File: config.mk
export PLATFORM = sky130hd
export DESIGN_NAME = multicycle_control_fsm
export DESIGN_NICKNAME = d
export VERILOG_FILES = /design/src/rtl/multicycle_control_fsm.sv
export SDC_FILE = /design/constraint.sdc
export NUM_CORES = 1
export LEC_CHECK = 0
export BUFFER_PORTS_ARGS = -buffer_cell sky130_fd_sc_hd__buf_4
export CORE_MARGIN = 2
export CORE_UTILIZATION = 46
export CTS_CLUSTER_SIZE = 8
export DETAILED_ROUTE_END_ITERATION = 6
export MAX_ROUTING_LAYER = met4
export PLACE_DENSITY = 0.79
export SLEW_MARGIN = 20
export SYNTH_ARGS = -nofsm -noshare
export SYNTH_HDL_FRONTEND = slang
export SYNTH_SLANG_ARGS = --single-unit
File: constraint.sdc
create_clock -name clk -period 1.91 [get_ports clk]
set_clock_uncertainty 0.15 [all_clocks]
set_input_delay 0.0955 -clock clk [delete_from_list [all_inputs] [get_ports clk]]
set_output_delay 0.0955 -clock clk [all_outputs]
set_load 0.02 [all_outputs]
File: src/rtl/multicycle_control_fsm.sv
// ---------------------------------------------------------------------------
// multicycle_control_fsm
//
// Moore sequencer for a multicycle MIPS datapath. Each instruction moves
// through fetch, decode, execute, memory and writeback in 3-5 cycles. One ULA
// and one unified instruction/data memory are shared across those cycles.
// Memory accesses stall on mem_ready.
//
// Supported instructions: add, sub, and, or, slt, lw, sw, beq, addi, andi,
// ori, j. Any other OP/Funct raises illegal_op in DECODE and the sequencer
// returns to FETCH without retiring anything.
//
// Ports
//   clk          system clock, rising edge
//   rst_n        asynchronous active-low reset
//   OP, Funct    opcode / funct fields from the instruction register
//   mem_ready    memory completes the current access this cycle
//   mem_req      memory access requested
//   IorD         address source: 0 = PC, 1 = ULAOut register
//   MemWrite, IRWrite, PCWrite, Branch, RegWrite, RegDst, MemtoReg, ULASrcA
//                datapath write enables / mux selects
//   ULASrcB      00 reg B, 01 const 4, 10 sign-ext imm, 11 sign-ext imm << 2
//   PCSrc        00 ULA result, 01 ULAOut register, 10 jump target
//   ULAControl   010 add, 110 sub, 000 and, 001 or, 111 slt
//   done         one-cycle pulse on the final cycle of each instruction
//   illegal_op   one-cycle pulse in DECODE for an unsupported OP/Funct
//   state        current state encoding
// ---------------------------------------------------------------------------
module multicycle_control_fsm (
    input  logic       clk,
    input  logic       rst_n,
    input  logic [5:0] OP,
    input  logic [5:0] Funct,
    input  logic       mem_ready,
    output logic       mem_req,
    output logic       IorD,
    output logic       MemWrite,
    output logic       IRWrite,
    output logic       PCWrite,
    output logic       Branch,
    output logic       RegWrite,
    output logic       RegDst,
    output logic       MemtoReg,
    output logic       ULASrcA,
    output logic [1:0] ULASrcB,
    output logic [1:0] PCSrc,
    output logic [2:0] ULAControl,
    output logic       done,
    output logic       illegal_op,
    output logic [3:0] state
);

    typedef enum logic [3:0] {
        S_FETCH  = 4'd0,
        S_DECODE = 4'd1,
        S_MEMADR = 4'd2,
        S_MEMRD  = 4'd3,
        S_MEMWB  = 4'd4,
        S_MEMWR  = 4'd5,
        S_EXEC_R = 4'd6,
        S_ALUWB  = 4'd7,
        S_BRANCH = 4'd8,
        S_IMM_EX = 4'd9,
        S_IMM_WB = 4'd10,
        S_JUMP   = 4'd11
    } state_t;

    localparam logic [5:0] OP_RTYPE = 6'b000000;
    localparam logic [5:0] OP_LW    = 6'b100011;
    localparam logic [5:0] OP_SW    = 6'b101011;
    localparam logic [5:0] OP_BEQ   = 6'b000100;
    localparam logic [5:0] OP_ADDI  = 6'b001000;
    localparam logic [5:0] OP_ANDI  = 6'b001100;
    localparam logic [5:0] OP_ORI   = 6'b001101;
    localparam logic [5:0] OP_J     = 6'b000010;

    localparam logic [5:0] FN_ADD = 6'b100000;
    localparam logic [5:0] FN_SUB = 6'b100010;
    localparam logic [5:0] FN_AND = 6'b100100;
    localparam logic [5:0] FN_OR  = 6'b100101;
    localparam logic [5:0] FN_SLT = 6'b101010;

    localparam logic [2:0] ULA_ADD = 3'b010;
    localparam logic [2:0] ULA_SUB = 3'b110;
    localparam logic [2:0] ULA_AND = 3'b000;
    localparam logic [2:0] ULA_OR  = 3'b001;
    localparam logic [2:0] ULA_SLT = 3'b111;

    // Supported R-type funct codes, packed so a generate loop can match them.
    localparam int         N_FUNCT  = 5;
    localparam logic [29:0] R_FUNCTS = {FN_ADD, FN_SUB, FN_AND, FN_OR, FN_SLT};

    state_t state_reg;
    state_t state_next;

    logic [N_FUNCT-1:0] funct_hit;
    logic               op_mem;
    logic               op_r_legal;
    logic               op_beq;
    logic               op_imm;
    logic               op_j;
    logic               op_legal;
    logic [2:0]         r_ula_ctl;
    logic [2:0]         imm_ula_ctl;

    // ------------------------------------------------------------------
    // Instruction decode
    // ------------------------------------------------------------------
    genvar gi;
    generate
        for (gi = 0; gi < N_FUNCT; gi++) begin : g_funct_match
            assign funct_hit[gi] = (Funct == R_FUNCTS[gi*6 +: 6]);
        end
    endgenerate

    assign op_mem     = (OP == OP_LW) || (OP == OP_SW);
    assign op_r_legal = (OP == OP_RTYPE) && (|funct_hit);
    assign op_beq     = (OP == OP_BEQ);
    assign op_imm     = (OP == OP_ADDI) || (OP == OP_ANDI) || (OP == OP_ORI);
    assign op_j       = (OP == OP_J);
    assign op_legal   = op_mem || op_r_legal || op_beq || op_imm || op_j;

    always_comb begin
        r_ula_ctl = ULA_ADD;
        case (Funct)
            FN_ADD:  r_ula_ctl = ULA_ADD;
            FN_SUB:  r_ula_ctl = ULA_SUB;
            FN_AND:  r_ula_ctl = ULA_AND;
            FN_OR:   r_ula_ctl = ULA_OR;
            FN_SLT:  r_ula_ctl = ULA_SLT;
            default: r_ula_ctl = ULA_ADD;
        endcase
    end

    always_comb begin
        imm_ula_ctl = ULA_ADD;
        case (OP)
            OP_ANDI: imm_ula_ctl = ULA_AND;
            OP_ORI:  imm_ula_ctl = ULA_OR;
            default: imm_ula_ctl = ULA_ADD;
        endcase
    end

    // ------------------------------------------------------------------
    // Next-state logic
    // ------------------------------------------------------------------
    always_comb begin
        state_next = state_reg;
        case (state_reg)
            S_FETCH:  state_next = mem_ready ? S_DECODE : S_FETCH;
            S_DECODE: begin
                if (op_mem)          state_next = S_MEMADR;
                else if (op_r_legal) state_next = S_EXEC_R;
                else if (op_beq)     state_next = S_BRANCH;
                else if (op_imm)     state_next = S_IMM_EX;
                else if (op_j)       state_next = S_JUMP;
                else                 state_next = S_FETCH;
            end
            S_MEMADR: state_next = (OP == OP_LW) ? S_MEMRD : S_MEMWR;
            S_MEMRD:  state_next = mem_ready ? S_MEMWB : S_MEMRD;
            S_MEMWB:  state_next = S_FETCH;
            S_MEMWR:  state_next = mem_ready ? S_FETCH : S_MEMWR;
            S_EXEC_R: state_next = S_ALUWB;
            S_ALUWB:  state_next = S_FETCH;
            S_BRANCH: state_next = S_FETCH;
            S_IMM_EX: state_next = S_IMM_WB;
            S_IMM_WB: state_next = S_FETCH;
            S_JUMP:   state_next = S_FETCH;
            default:  state_next = S_FETCH;   // unused codes 12-15 recover
        endcase
    end

    always_ff @(posedge clk or negedge rst_n) begin
        if (!rst_n) begin
            state_reg <= S_FETCH;
        end else begin
            state_reg <= state_next;
        end
    end

    // ------------------------------------------------------------------
    // Outputs: decoded from the state register. mem_ready only qualifies
    // the one-shot enables of the memory states, so a stalled access keeps
    // mem_req high without repeating its writes. Everything is gated by
    // rst_n so reset silences the datapath without waiting for a clock.
    // ------------------------------------------------------------------
    always_comb begin
        mem_req    = 1'b0;
        IorD       = 1'b0;
        MemWrite   = 1'b0;
        IRWrite    = 1'b0;
        PCWrite    = 1'b0;
        Branch     = 1'b0;
        RegWrite   = 1'b0;
        RegDst     = 1'b0;
        MemtoReg   = 1'b0;
        ULASrcA    = 1'b0;
        ULASrcB    = 2'b00;
        PCSrc      = 2'b00;
        ULAControl = 3'b000;
        done       = 1'b0;
        illegal_op = 1'b0;
        state      = 4'd0;
        if (rst_n) begin
            state = state_reg;
            case (state_reg)
                S_FETCH: begin
                    mem_req    = 1'b1;
                    ULASrcB    = 2'b01;
                    ULAControl = ULA_ADD;
                    IRWrite    = mem_ready;
                    PCWrite    = mem_ready;
                end
                S_DECODE: begin
                    // Branch target is precomputed here while OP is decoded.
                    ULASrcB    = 2'b11;
                    ULAControl = ULA_ADD;
                    illegal_op = !op_legal;
                end
                S_MEMADR: begin
                    ULASrcA    = 1'b1;
                    ULASrcB    = 2'b10;
                    ULAControl = ULA_ADD;
                end
                S_MEMRD: begin
                    mem_req = 1'b1;
                    IorD    = 1'b1;
                end
                S_MEMWB: begin
                    RegWrite = 1'b1;
                    MemtoReg = 1'b1;
                    done     = 1'b1;
                end
                S_MEMWR: begin
                    mem_req  = 1'b1;
                    IorD     = 1'b1;
                    MemWrite = mem_ready;
                    done     = mem_ready;
                end
                S_EXEC_R: begin
                    ULASrcA    = 1'b1;
                    ULASrcB    = 2'b00;
                    ULAControl = r_ula_ctl;
                end
                S_ALUWB: begin
                    RegWrite = 1'b1;
                    RegDst   = 1'b1;
                    done     = 1'b1;
                end
                S_BRANCH: begin
                    // Datapath ANDs Branch with Zero to decide the PC load.
                    ULASrcA    = 1'b1;
                    ULAControl = ULA_SUB;
                    Branch     = 1'b1;
                    PCSrc      = 2'b01;
                    done       = 1'b1;
                end
                S_IMM_EX: begin
                    ULASrcA    = 1'b1;
                    ULASrcB    = 2'b10;
                    ULAControl = imm_ula_ctl;
                end
                S_IMM_WB: begin
                    RegWrite = 1'b1;
                    done     = 1'b1;
                end
                S_JUMP: begin
                    PCWrite = 1'b1;
                    PCSrc   = 2'b10;
                    done    = 1'b1;
                end
                default: begin
                end
            endcase
        end
    end

endmodule

==> results of run 1 <==
-- critical path, cell delays in order, from the launching register on --
cell and delay (ns):
sky130_fd_sc_hd__dfrtp_2 0.40, sky130_fd_sc_hd__nor2b_4 0.18, sky130_fd_sc_hd__and2b_2 0.18, sky130_fd_sc_hd__o21ai_1 0.12
sky130_fd_sc_hd__o32ai_2 0.28, sky130_fd_sc_hd__buf_4 0.18
-- repair_timing --
| item | 4_1_cts | 5_1_grt |
|---|---|---|
| hold buffers | 1 | 0 |
| resized for setup | 4 | 13 |
| buffers inserted | 0 | 1 |
| hold endpoints to repair | 4 | 0 |
| endpoints found under the setup margin | 3 | 10 |
-- cells in the final DEF (no fill, tap or decap), types with 3 or more instances in the layout --
cell	instances
sky130_fd_sc_hd__inv_1	3
sky130_fd_sc_hd__nand3_1	4
sky130_fd_sc_hd__nor2b_1	5
sky130_fd_sc_hd__nand2_1	9
sky130_fd_sc_hd__nor3_1	7
sky130_fd_sc_hd__nor2b_2	3
sky130_fd_sc_hd__nor2_1	11
sky130_fd_sc_hd__dfrtp_2	3
sky130_fd_sc_hd__a21oi_1	5
sky130_fd_sc_hd__a31oi_1	3
sky130_fd_sc_hd__and2_1	6
sky130_fd_sc_hd__o21ai_0	4
sky130_fd_sc_hd__clkbuf_4	3
sky130_fd_sc_hd__buf_4	43
-- cell type report --
cell class	instances	area, sq um	area share
Clock buffer	3	22.5	0.0189
Sequential cell	4	104	0.0870
Timing Repair Buffer	44	333	0.279
Inverter	4	15.0	0.0126
Multi-Input combinational cell	97	698	0.585
Tap cell	17	21.3	0.0178
-- path summary, 6_finish.rpt --
check	end	slack (ns)
worst max-delay path	ULAControl[0]	0.09
max in group asynchronous	state_reg[1]$_DFF_PN0_	1.33
worst max register to register	state_reg[0]$_DFF_PN0_	0.33
worst min register to register	state_reg[2]$_DFF_PN0_	0.48
worst min-delay path	state_reg[0]$_DFF_PN0_	0.06
min in group asynchronous	state_reg[3]$_DFF_PN0_	0.10
-- power breakdown --
| part | total (mW) | internal (mW) | leakage, nW | switching, mW |
|---|---|---|---|---|
| Combinational | 0.426 | 0.189 | 0.470 | 0.237 |
| Sequential | 0.117 | 0.0980 | 0.0491 | 0.0194 |
| Clock | 0.0996 | 0.0699 | 0.0138 | 0.0296 |
-- cell usage after synthesis (3+ instances only) --
library cell               count
sky130_fd_sc_hd__dfrtp_1       4
sky130_fd_sc_hd__and2_1        6
sky130_fd_sc_hd__nand2_1       9
sky130_fd_sc_hd__nand3_1       4
sky130_fd_sc_hd__clkbuf_1      3
sky130_fd_sc_hd__buf_2         4
sky130_fd_sc_hd__a21oi_1       5
sky130_fd_sc_hd__nor3b_1       3
sky130_fd_sc_hd__nor2_1       11
sky130_fd_sc_hd__inv_1         3
sky130_fd_sc_hd__nor3_1        9
sky130_fd_sc_hd__nor2b_1      10
sky130_fd_sc_hd__o21ai_0       4
sky130_fd_sc_hd__a31oi_1       3
-- stage by stage --
| step | setup WS (ns) | hold slack, ns | cell area [sq um] |
|---|---|---|---|
| after detailed placement | 0.205 | -0.207 | 1090 |
| after CTS | 0.0206 | 0.0644 | 1140 |
| final | 0.0881 | 0.0606 | 1190 |
| after global routing | 0.0129 | 0.0852 | 1190 |
| after floorplan | 0.130 | -0.350 | 810 |
| after global placement | 0.240 | -0.211 | 1090 |
-- cells by family (layout without fill, tap and decap cells) --
logic type,after synthesis,count (layout),synth area share
DFF,4,4,0.124
AOI/OAI and AO/OA,28,28,0.257
xor gates and xnor gates,1,1,0.0108
muxes,2,2,0.0247
and+or+nand+nor,66,66,0.495
buffers and inverters,14,51,0.0896
-- layer usage --
layer | track usage | part of all wire | vias to the layer above | wire (um)
met3 | 0.0278 | 0.038 | 0 | 88
met1 | 0.313 | 0.46 | 454 | 1090
met5 | - | 0 | - | 0
met2 | 0.378 | 0.50 | 24 | 1170
li1 | - | - | 499 | -
met4 | 0.0743 | 0 | 0 | 0
==> results.md, run 1 <==
* Final Hold Vio Count at 0
* Die outline area at roughly 2100 sq um
* Arr. time, crit path at around 1.6 ns
* Number of nets at the end of the flow at roughly 170
* Tightest slew margin relative to the limit at 0.761
* Number of setup violations in the final report at 0
* Total standard cell area after synthesis at roughly 810 sq um
* Reported leakage power at about 0.53 nW
* Number of enable-type register cells in the synthesized netlist at 0
* Worst R2R Path Depth at 5
* First-pass DRT Iterations at 4
* Area share of the leading cell type in the synthesized netlist at 0.124
* 1st-iter DRT viols at 14
* Total grt overflow at 0
* Number of antenna violations at the first check in global routing at 0
* Worst hold stages at 3
* Per-cell routed wire length at approximately 14 um
* Unrepaired setup endpoints after global routing: false
* Maximum fanout count along the critical path at 7
* Number of clock sinks seen by CTS at 4
* HPWL reported at the end of detailed placement at roughly 1800 um
* Peak clock frequency supported by timing at between 500 and 600 MHz
* Final Core Density at 0.707
* Power density cells at approximately 540 nW/um^2
* Min Clock Period, post-route at ~1.8 ns
* Number of buffers created by CTS at 3
* Critical path launch point type: register
* Worst Setup Path Type: reg -> out
* Count of antenna-violating nets left after detailed routing at 0
* Clock tree from TritonCTS: built
* Total number of H-tree levels at 1
* Count of boundary I/O pins at 38
* Class of the tightest hold or removal check: in -> reg
* Critical Path RT at about 1.7 ns
* Share of synthesized flip-flops with an asynchronous set or reset at 1.00
* MaxCap Viol Count at 0
* Synthesis warning total at 0
* Total power of the final layout at roughly 0.64 mW
* Total wire length at between 2000 and 2500 um
* Die Width at between 40 and 50 um
* Layout filler cell count at roughly 140
* Clock root buffer master: sky130_fd_sc_hd__clkbuf_4
* Startpoint of the most critical register-to-register path: state_reg[1]$_DFF_PN0_
* Post-synth top area cell: sky130_fd_sc_hd__dfrtp_1
* Overall die height at between 40 and 50 um
* Crit path from: state_reg[1]$_DFF_PN0_
* #FFs+latches synth at 4
* Via count of the first global-routing pass at 840
* Insertion delay of the later-clocked pin in the worst-skew pair at between 0.2 and 0.25 ns
* Final max-slew violation count at 0
* Core area at around 1700 sq um
* Placed insts at 164
* Sequential share of the synthesized area at 0.124
* Hold Path Origin: mem_ready
* Maximum number of pins on one net before global-route repair at 19
* Syn Area/Cell at 7.04 sq um
* Count of buffers from port buffering at 37
* Last weighted congestion value of the routability-driven placer at roughly 0.94
* Post-synth top flop: sky130_fd_sc_hd__dfrtp_1
* Non-Filler Instances at about 170
* Clk buf depth at 2
* Vias post-DR at ~1000
* Result of the run: completed
* Setup TNS after final layout at 0 ns
* Transition time at the pin with the least slew margin at 0.357 ns
* Synth top area cells: sky130_fd_sc_hd__dfrtp_1 (12%), sky130_fd_sc_hd__nor2b_1 (7.7%), sky130_fd_sc_hd__nor3_1 (5.6%), sky130_fd_sc_hd__nor2_1 (5.1%), sky130_fd_sc_hd__and2_1 (4.6%)
* Placement Rows at 15
* Distinct cell type count after synthesis at 45
* Post-Synthesis Cells at 115
* Per-cell via count in the routed design at 5.78
* Synth-to-Final Area Change at 47.4%
* Initial core utilization at 0.479
* Critical Path End Type: output port
* Post-route DRC at 0
* Aggregate global-route resource usage at 0.238
* Global-route wire length before repair at 3570 um
* Synthesized net count at 130
* VDD IR max at between 0.4 and 0.5 mV
* CTS clk-pin slew, worst paths at roughly 0.030 ns
* Antenna diode count at 0
* Share of final-layout standard cells stronger than drive strength 1 at 0.447
* Number of flip-flops under the largest register name at 4
* Share of the clock period used by the worst path after layout at 0.954
No activity file was read; power rests on OpenSTA's default activity.
==> run 2: changes to the inputs <==
Settings changed: CORE_MARGIN 2 to 10, CORE_UTILIZATION 46 to 45, PLACE_DENSITY 0.79 to 0.78.
Clock period 1.91 ns to 1.9 ns, I/O delays scaled along.
==> run 2 against run 1 <==
Against the previous run:
- wire length is 19% higher
- worst hold slack worse by 0.033 ns
- sequential power is 9% higher
- critical path type unchanged
- clock-buffer cell count stayed put
- die area is 85% higher
==> results.md, run 2 (same netlist as run 1, synthesis figures left out) <==
* CTS clk-pin slew, worst paths at 0.03 ns (about the same)
* Placement Rows at 15 (unchanged)
* Unrepaired setup endpoints after global routing: true
* Clock root buffer master: sky130_fd_sc_hd__clkbuf_4
* Clock tree from TritonCTS: built
* Per-cell via count in the routed design at 5.61 (-2.9%)
* Peak clock frequency supported by timing at 545 MHz
* HPWL reported at the end of detailed placement at 2190 um (+21%)
* Instance area at placement at 1100 sq um (+0.92%)
* Setup slack of the critical path after layout at 0.0646 ns (-0.0235 ns)
* Aggregate global-route resource usage at 0.132 (-0.106)
* Non-Filler Instances at 181 (+7.1%)
* Wire length on met2 at 1450 um (+24%)
* Sequence of cells on the critical path: nor2b_1 -> and2b_1 -> o21ai_1 -> o32ai_2 -> buf_4
* VDD IR max at 0.541 mV (+22%)
* Slowest stage cell, crit path: sky130_fd_sc_hd__dfrtp_1
* Combined flip-flop and latch cell area at 103 sq um (-1.2%)
* 1st-iter DRT viols at 28 (+14)
* Layout filler cell count at 143 (+1.4%)
* Total number of H-tree levels at 1 (unchanged)
* Top layer reached by signal wires: met4
* Length of routed met3 wiring at 134 um (+52%)
* Detailed-route wire length on metal 1 at 1200 um (+10%)
* Count of buffers from port buffering at 37 (unchanged)
* Endpoint with the worst hold slack: state_reg[0]$_DFF_PN0_
* Final Hold Slack at 0.0279 ns (-0.0327 ns)
* Share of the clock period used by the worst path after layout at 0.966
* Area of the multi-input gates at 669 sq um (-4.1%)
* Maximum fanout count along the critical path at 5 (-2)
* Highest-count cells in the layout ignoring fill and taps: sky130_fd_sc_hd__buf_4 (47), sky130_fd_sc_hd__nor2_1 (11), sky130_fd_sc_hd__nand2_1 (9)
* Clk buf depth at 2 (unchanged)
* Crit path from: state_reg[1]$_DFF_PN0_
* Commonest non-fill, non-tap cell in the layout: sky130_fd_sc_hd__buf_4
* Last weighted congestion value of the routability-driven placer at 0.888 (-5.6%)
* Number of flip-flops under the largest register name at 4 (unchanged)
* Worst Setup Path Type: reg -> out
* Final max-slew violation count at 0 (unchanged)
* Global-route wire length before repair at 4410 um (+23%)
* Number of antenna violations at the first check in global routing at 0 (unchanged)
* Worst hold stages at 3 (unchanged)
* Die Width at 62.4 um (+36%)
* Final Hold Vio Count at 0 (unchanged)
* Initial core utilization at 0.474 (-0.00527)
* Critical Path End Type: output port
* Placed insts at 172 (+4.9%)
* Crit-path max cell delay at 0.40 ns (about the same)
* Count of boundary I/O pins at 38 (unchanged)
* Share of final-layout standard cells stronger than drive strength 1 at 0.436 (-0.0115)
* Number of nets at the end of the flow at 173 (+2.4%)
* Number of setup violations in the final report at 0 (unchanged)
* Min Clock Period, post-route at roughly 1.8 ns
* Hold Path Origin: mem_ready
* Per-cell routed wire length at 15.5 um (+12%)
* Design area at 1200 sq um (+0.84%)
* Antenna diode count at 0 (unchanged)
* Arr. time, crit path at 1.59 ns (about the same)
* Insertion delay of the later-clocked pin in the worst-skew pair at 0.23 ns (about the same)
* Transition time at the pin with the least slew margin at 0.388 ns (+0.0313 ns)
* Worst slack after detailed placement at 0.142 ns (-0.0626 ns)
* Maximum number of pins on one net before global-route repair at 16 (-3)
* Die outline area at 3900 sq um (+85%)
* Total power of the final layout at 0.657 mW (+2.1%)
* Critical Path RT at 1.65 ns (about the same)
* Startpoint of the most critical register-to-register path: state_reg[1]$_DFF_PN0_
* Count of antenna-violating nets left after detailed routing at 0 (unchanged)
* Worst R2R Path Depth at 5 (unchanged)
* Total wire length at 2800 um (+19%)
* Setup slack, reg-to-reg at 0.32 ns (about the same)
* Tightest slew margin relative to the limit at 0.740 (-0.0209)
* Via count of the first global-routing pass at 978 (+16%)
* Number of clock sinks seen by CTS at 4 (unchanged)
* Number of buffers created by CTS at 3 (unchanged)
* Synth-to-Final Area Change at 48.7%
* Critical path launch point type: register
* Total grt overflow at 0 (unchanged)
* Critical register-to-register path endpoint: state_reg[0]$_DFF_PN0_
* Post-route DRC at 0 (unchanged)
* Power density cells at 546 nW/um^2 (+1.3%)
* Class of the tightest hold or removal check: in -> reg
* Core area at 1710 sq um (+1.1%)
* MaxCap Viol Count at 0 (unchanged)
* Result of the run: completed
* Overall die height at 62.4 um (+36%)
* Vias post-DR at 1016 (+4.0%)
* Reported leakage power at 0.545 nW (+2.3%)
* First-pass DRT Iterations at 4 (unchanged)
[run 2: layout make-up]
cell class	instances	share of cell area
repair buffers	48	0.301
well taps	25	0.0260
multi-input cells	97	0.556
inverters	4	0.0125
clock buffers	3	0.0187
flip-flops and latches	4	0.0852
[run 2: where the power goes]
part | total [mW] | internal, mW | switching, mW
registers | 0.128 | 0.0991 | 0.0288
clock network | 0.102 | 0.0704 | 0.0313
logic | 0.427 | 0.195 | 0.233
[run 2: per-stage QoR]
stage,TNS (ns),utilization
floorplan,0,-
global placement,0,0.643
detailed placement,0,0.643
CTS,0,0.684
global route,-0.0899,0.705
finish,0,0.705
[run 2: worst max path at each step]
| stage | end | depth (start not counted) |
|---|---|---|
| 2_1_floorplan | PCSrc[0] | 5 |
| 3_3_place_gp | ULAControl[1] | 5 |
| 3_5_place_dp | ULAControl[1] | 5 |
| 4_1_cts | done | 6 |
| 5_1_grt | ULAControl[0] | 5 |
| 6_report | ULAControl[0] | 5 |
[run 2: repair_timing]
item                                   CTS  global route
pin swaps                                0             2
resized for setup                        2             8
setup buffers                            4             1
setup endpoints to repair                7            11
hold buffers                             1             0
endpoints found under the hold margin    4             0
[run 2: worst max-delay path: cells and delay by family, from the launching register on]
kind / cells / cell delay (ns)
flops: 1 / 0.40
simple gates: 2 / 0.40
compound gates: 2 / 0.39
buf+inv: 1 / 0.18
[run 2: metal layers]
metal	up-vias	track usage
met1	483	0.153
met3	2	0.0125
met2	31	0.228
met5	-	-
met4	0	0.0503
li1	500	-
==> run 3: changes to the inputs <==
Settings changed: CTS_BUF_LIST set to sky130_fd_sc_hd__clkbuf_8, SETUP_SLACK_MARGIN set to 0.2.
Clock period 1.9 ns to 2.26 ns, I/O delays scaled along.
==> run 3 against run 2 <==
Against the previous run:
- via count down 4.4%
- critical path depth unchanged
- critical endpoint unchanged
- highest routed layer unchanged
- final area down 4.8%
- flip-flop and latch count unchanged
==> results.md, run 3 (same netlist as run 1, synthesis figures left out) <==
* Result of the run: completed
* Reported leakage power at 0.497 nW (-8.8%)
* Share of the clock period used by the worst path after layout at 0.860
* Maximum number of pins on one net before global-route repair at 19 (+3)
* Aggregate global-route resource usage at 0.138 (+0.00601)
* Number of nets at the end of the flow at 165 (-4.6%)
* Last weighted congestion value of the routability-driven placer at 0.881 (-0.81%)
* Crit-path max cell delay at 0.49 ns (+0.09 ns)
* Critical path launch point type: register
* Critical Path RT at 2.00 ns (+0.35 ns)
* Total grt overflow at 0 (unchanged)
* Bufs and invs on worst path at 1 (unchanged)
* Number of buffers created by CTS at 3 (unchanged)
* Placement Rows at 15 (unchanged)
* Layout filler cell count at 144 (+0.70%)
* Critical Path End Type: output port
* Overall die height at 62.4 um (unchanged)
* Number of flip-flops under the largest register name at 4 (unchanged)
* Min Clock Period, post-route at roughly 1.9 ns
* Commonest non-fill, non-tap cell in the layout: sky130_fd_sc_hd__buf_4
* Initial core utilization at 0.474 (unchanged)
* Arr. time, crit path at 1.68 ns (+0.09 ns)
* Insertion delay of the later-clocked pin in the worst-skew pair at 0.22 ns (about the same)
* Clock root buffer master: sky130_fd_sc_hd__clkbuf_8
* Antenna diode count at 0 (unchanged)
* Count of antenna-violating nets left after detailed routing at 0 (unchanged)
* Transition time at the pin with the least slew margin at 0.346 ns (-0.0424 ns)
* CTS clk-pin slew, worst paths at 0.03 ns (about the same)
* Peak clock frequency supported by timing at between 500 and 600 MHz
* Power density cells at 519 nW/um^2 (-4.9%)
* Count of buffers from port buffering at 37 (unchanged)
* Final max-slew violation count at 0 (unchanged)
* Clock tree from TritonCTS: built
* Final Hold Slack at 0.0761 ns (+0.0482 ns)
* Core area at 1710 sq um (unchanged)
* Sequence of cells on the critical path: nor2b_1 -> and2b_1 -> o21ai_1 -> o32ai_2 -> buf_4
* Class of the tightest hold or removal check: in -> reg
* 1st-iter DRT viols at 31 (+11%)
* Synth-to-Final Area Change at 41.6%
* Per-cell via count in the routed design at 5.61 (about the same)
* First-pass DRT Iterations at 4 (unchanged)
* Worst Setup Path Type: reg -> out
* Die outline area at 3900 sq um (unchanged)
* Die Width at 62.4 um (unchanged)
* Post-route DRC at 0 (unchanged)
* CP top delay family: flip-flops
* Per-cell routed wire length at 15.7 um (+1.8%)
* Tightest slew margin relative to the limit at 0.766 (+0.0259)
* Number of antenna violations at the first check in global routing at 0 (unchanged)
* MaxCap Viol Count at 0 (unchanged)
* Clk buf depth at 2 (unchanged)
* Maximum fanout count along the critical path at 13 (+8)
* Total number of H-tree levels at 1 (unchanged)
* Number of setup violations in the final report at 0 (unchanged)
* Number of clock sinks seen by CTS at 4 (unchanged)
* Via count of the first global-routing pass at 933 (-4.6%)
* Setup TNS after final layout at 0 ns (unchanged)
* VDD IR max at 0.417 mV (-23%)
* Total wire length at 2720 um (-2.7%)
* HPWL reported at the end of detailed placement at 2170 um (-0.92%)
* Vias post-DR at 971 (-4.4%)
* Final Hold Vio Count at 0 (unchanged)
* Unrepaired setup endpoints after global routing: true
* Count of boundary I/O pins at 38 (unchanged)
* Slowest stage cell, crit path: sky130_fd_sc_hd__dfrtp_2
* Share of final-layout standard cells stronger than drive strength 1 at 0.385 (-0.0508)
* Highest-count cells in the layout ignoring fill and taps: sky130_fd_sc_hd__buf_4 (39), sky130_fd_sc_hd__nor2_1 (10), sky130_fd_sc_hd__nand2_1 (9), sky130_fd_sc_hd__nor3_1 (9), sky130_fd_sc_hd__nor2b_1 (8)
* Global-route wire length before repair at 4420 um (+0.29%)
==> run 3: cell types whose count changed in the layout (fill, tap and decap cells not counted), moves of 2 or more <==
cell	previous run	this run
sky130_fd_sc_hd__buf_4	47	39
sky130_fd_sc_hd__clkbuf_4	3	0
sky130_fd_sc_hd__clkbuf_8	0	3
sky130_fd_sc_hd__nor2b_1	6	8
sky130_fd_sc_hd__nor2b_2	4	2
sky130_fd_sc_hd__nor3_1	7	9
sky130_fd_sc_hd__nor3_2	2	0
==> run 3: report_power, final <==
group          total, mW  internal (mW)  switching, mW
clock              0.155          0.114         0.0415
combinational      0.326          0.142          0.184
sequential         0.113         0.0826         0.0305
==> run 3: stage by stage <==
stage	total power, mW	setup WS (ns)	util	cells	area [sq um]
after floorplan	0.310	0.463	-	115	810
after global placement	0.420	0.477	0.630	169	1080
after detailed placement	0.430	0.471	0.630	169	1080
after CTS	0.591	0.213	0.660	173	1130
after global routing	0.633	0.175	0.671	173	1150
final	0.595	0.316	0.671	173	1150
==> run 3: metal layers <==
metal / track usage / up-vias / share of wire
met2: 0.226 / 25 / 0.51
li1: - / 486 / -
met1: 0.163 / 456 / 0.44
met4: 0.0642 / 0 / 0.012
met5: - / - / 0
met3: 0.0179 / 4 / 0.039
==> run 3: final cells by class <==
cell class	count	area (sq um)	area share
clock buffers	3	41.3	0.0360
flip-flops and latches	4	104	0.0906
inverters	4	15.0	0.0131
well taps	25	31.3	0.0273
multi-input cells	97	652	0.569
repair buffers	40	303	0.264
==> run 3: worst register-to-register path: stages, from the launching register on <==
cell and delay [ns]:
sky130_fd_sc_hd__dfrtp_1 0.48, sky130_fd_sc_hd__buf_4 0.23, sky130_fd_sc_hd__nor2b_2 0.24, sky130_fd_sc_hd__mux2i_1 0.12, sky130_fd_sc_hd__o22a_1 0.18, sky130_fd_sc_hd__a21oi_1 0.14
==> run 3: repair_timing <==
action                                  CTS  global route
hold endpoints to repair                  4             0
gates resized for setup                   0             7
endpoints found under the setup margin    0             5
hold buffers                              1             0
setup buffers                             0             0
==> run 3: worst paths after layout <==
path | cells after the start | end | slack [ns] | startpoint
max | 5 | ULAControl[0] | 0.32 | state_reg[3]$_DFF_PN0_
min | 3 | state_reg[0]$_DFF_PN0_ | 0.08 | mem_ready
max reg2reg | 5 | state_reg[0]$_DFF_PN0_ | 0.63 | state_reg[0]$_DFF_PN0_
min reg2reg | 1 | state_reg[2]$_DFF_PN0_ | 0.46 | state_reg[3]$_DFF_PN0_
max in group asynchronous | 2 | state_reg[2]$_DFF_PN0_ | 1.65 | rst_n
min in group asynchronous | 2 | state_reg[3]$_DFF_PN0_ | 0.13 | rst_n
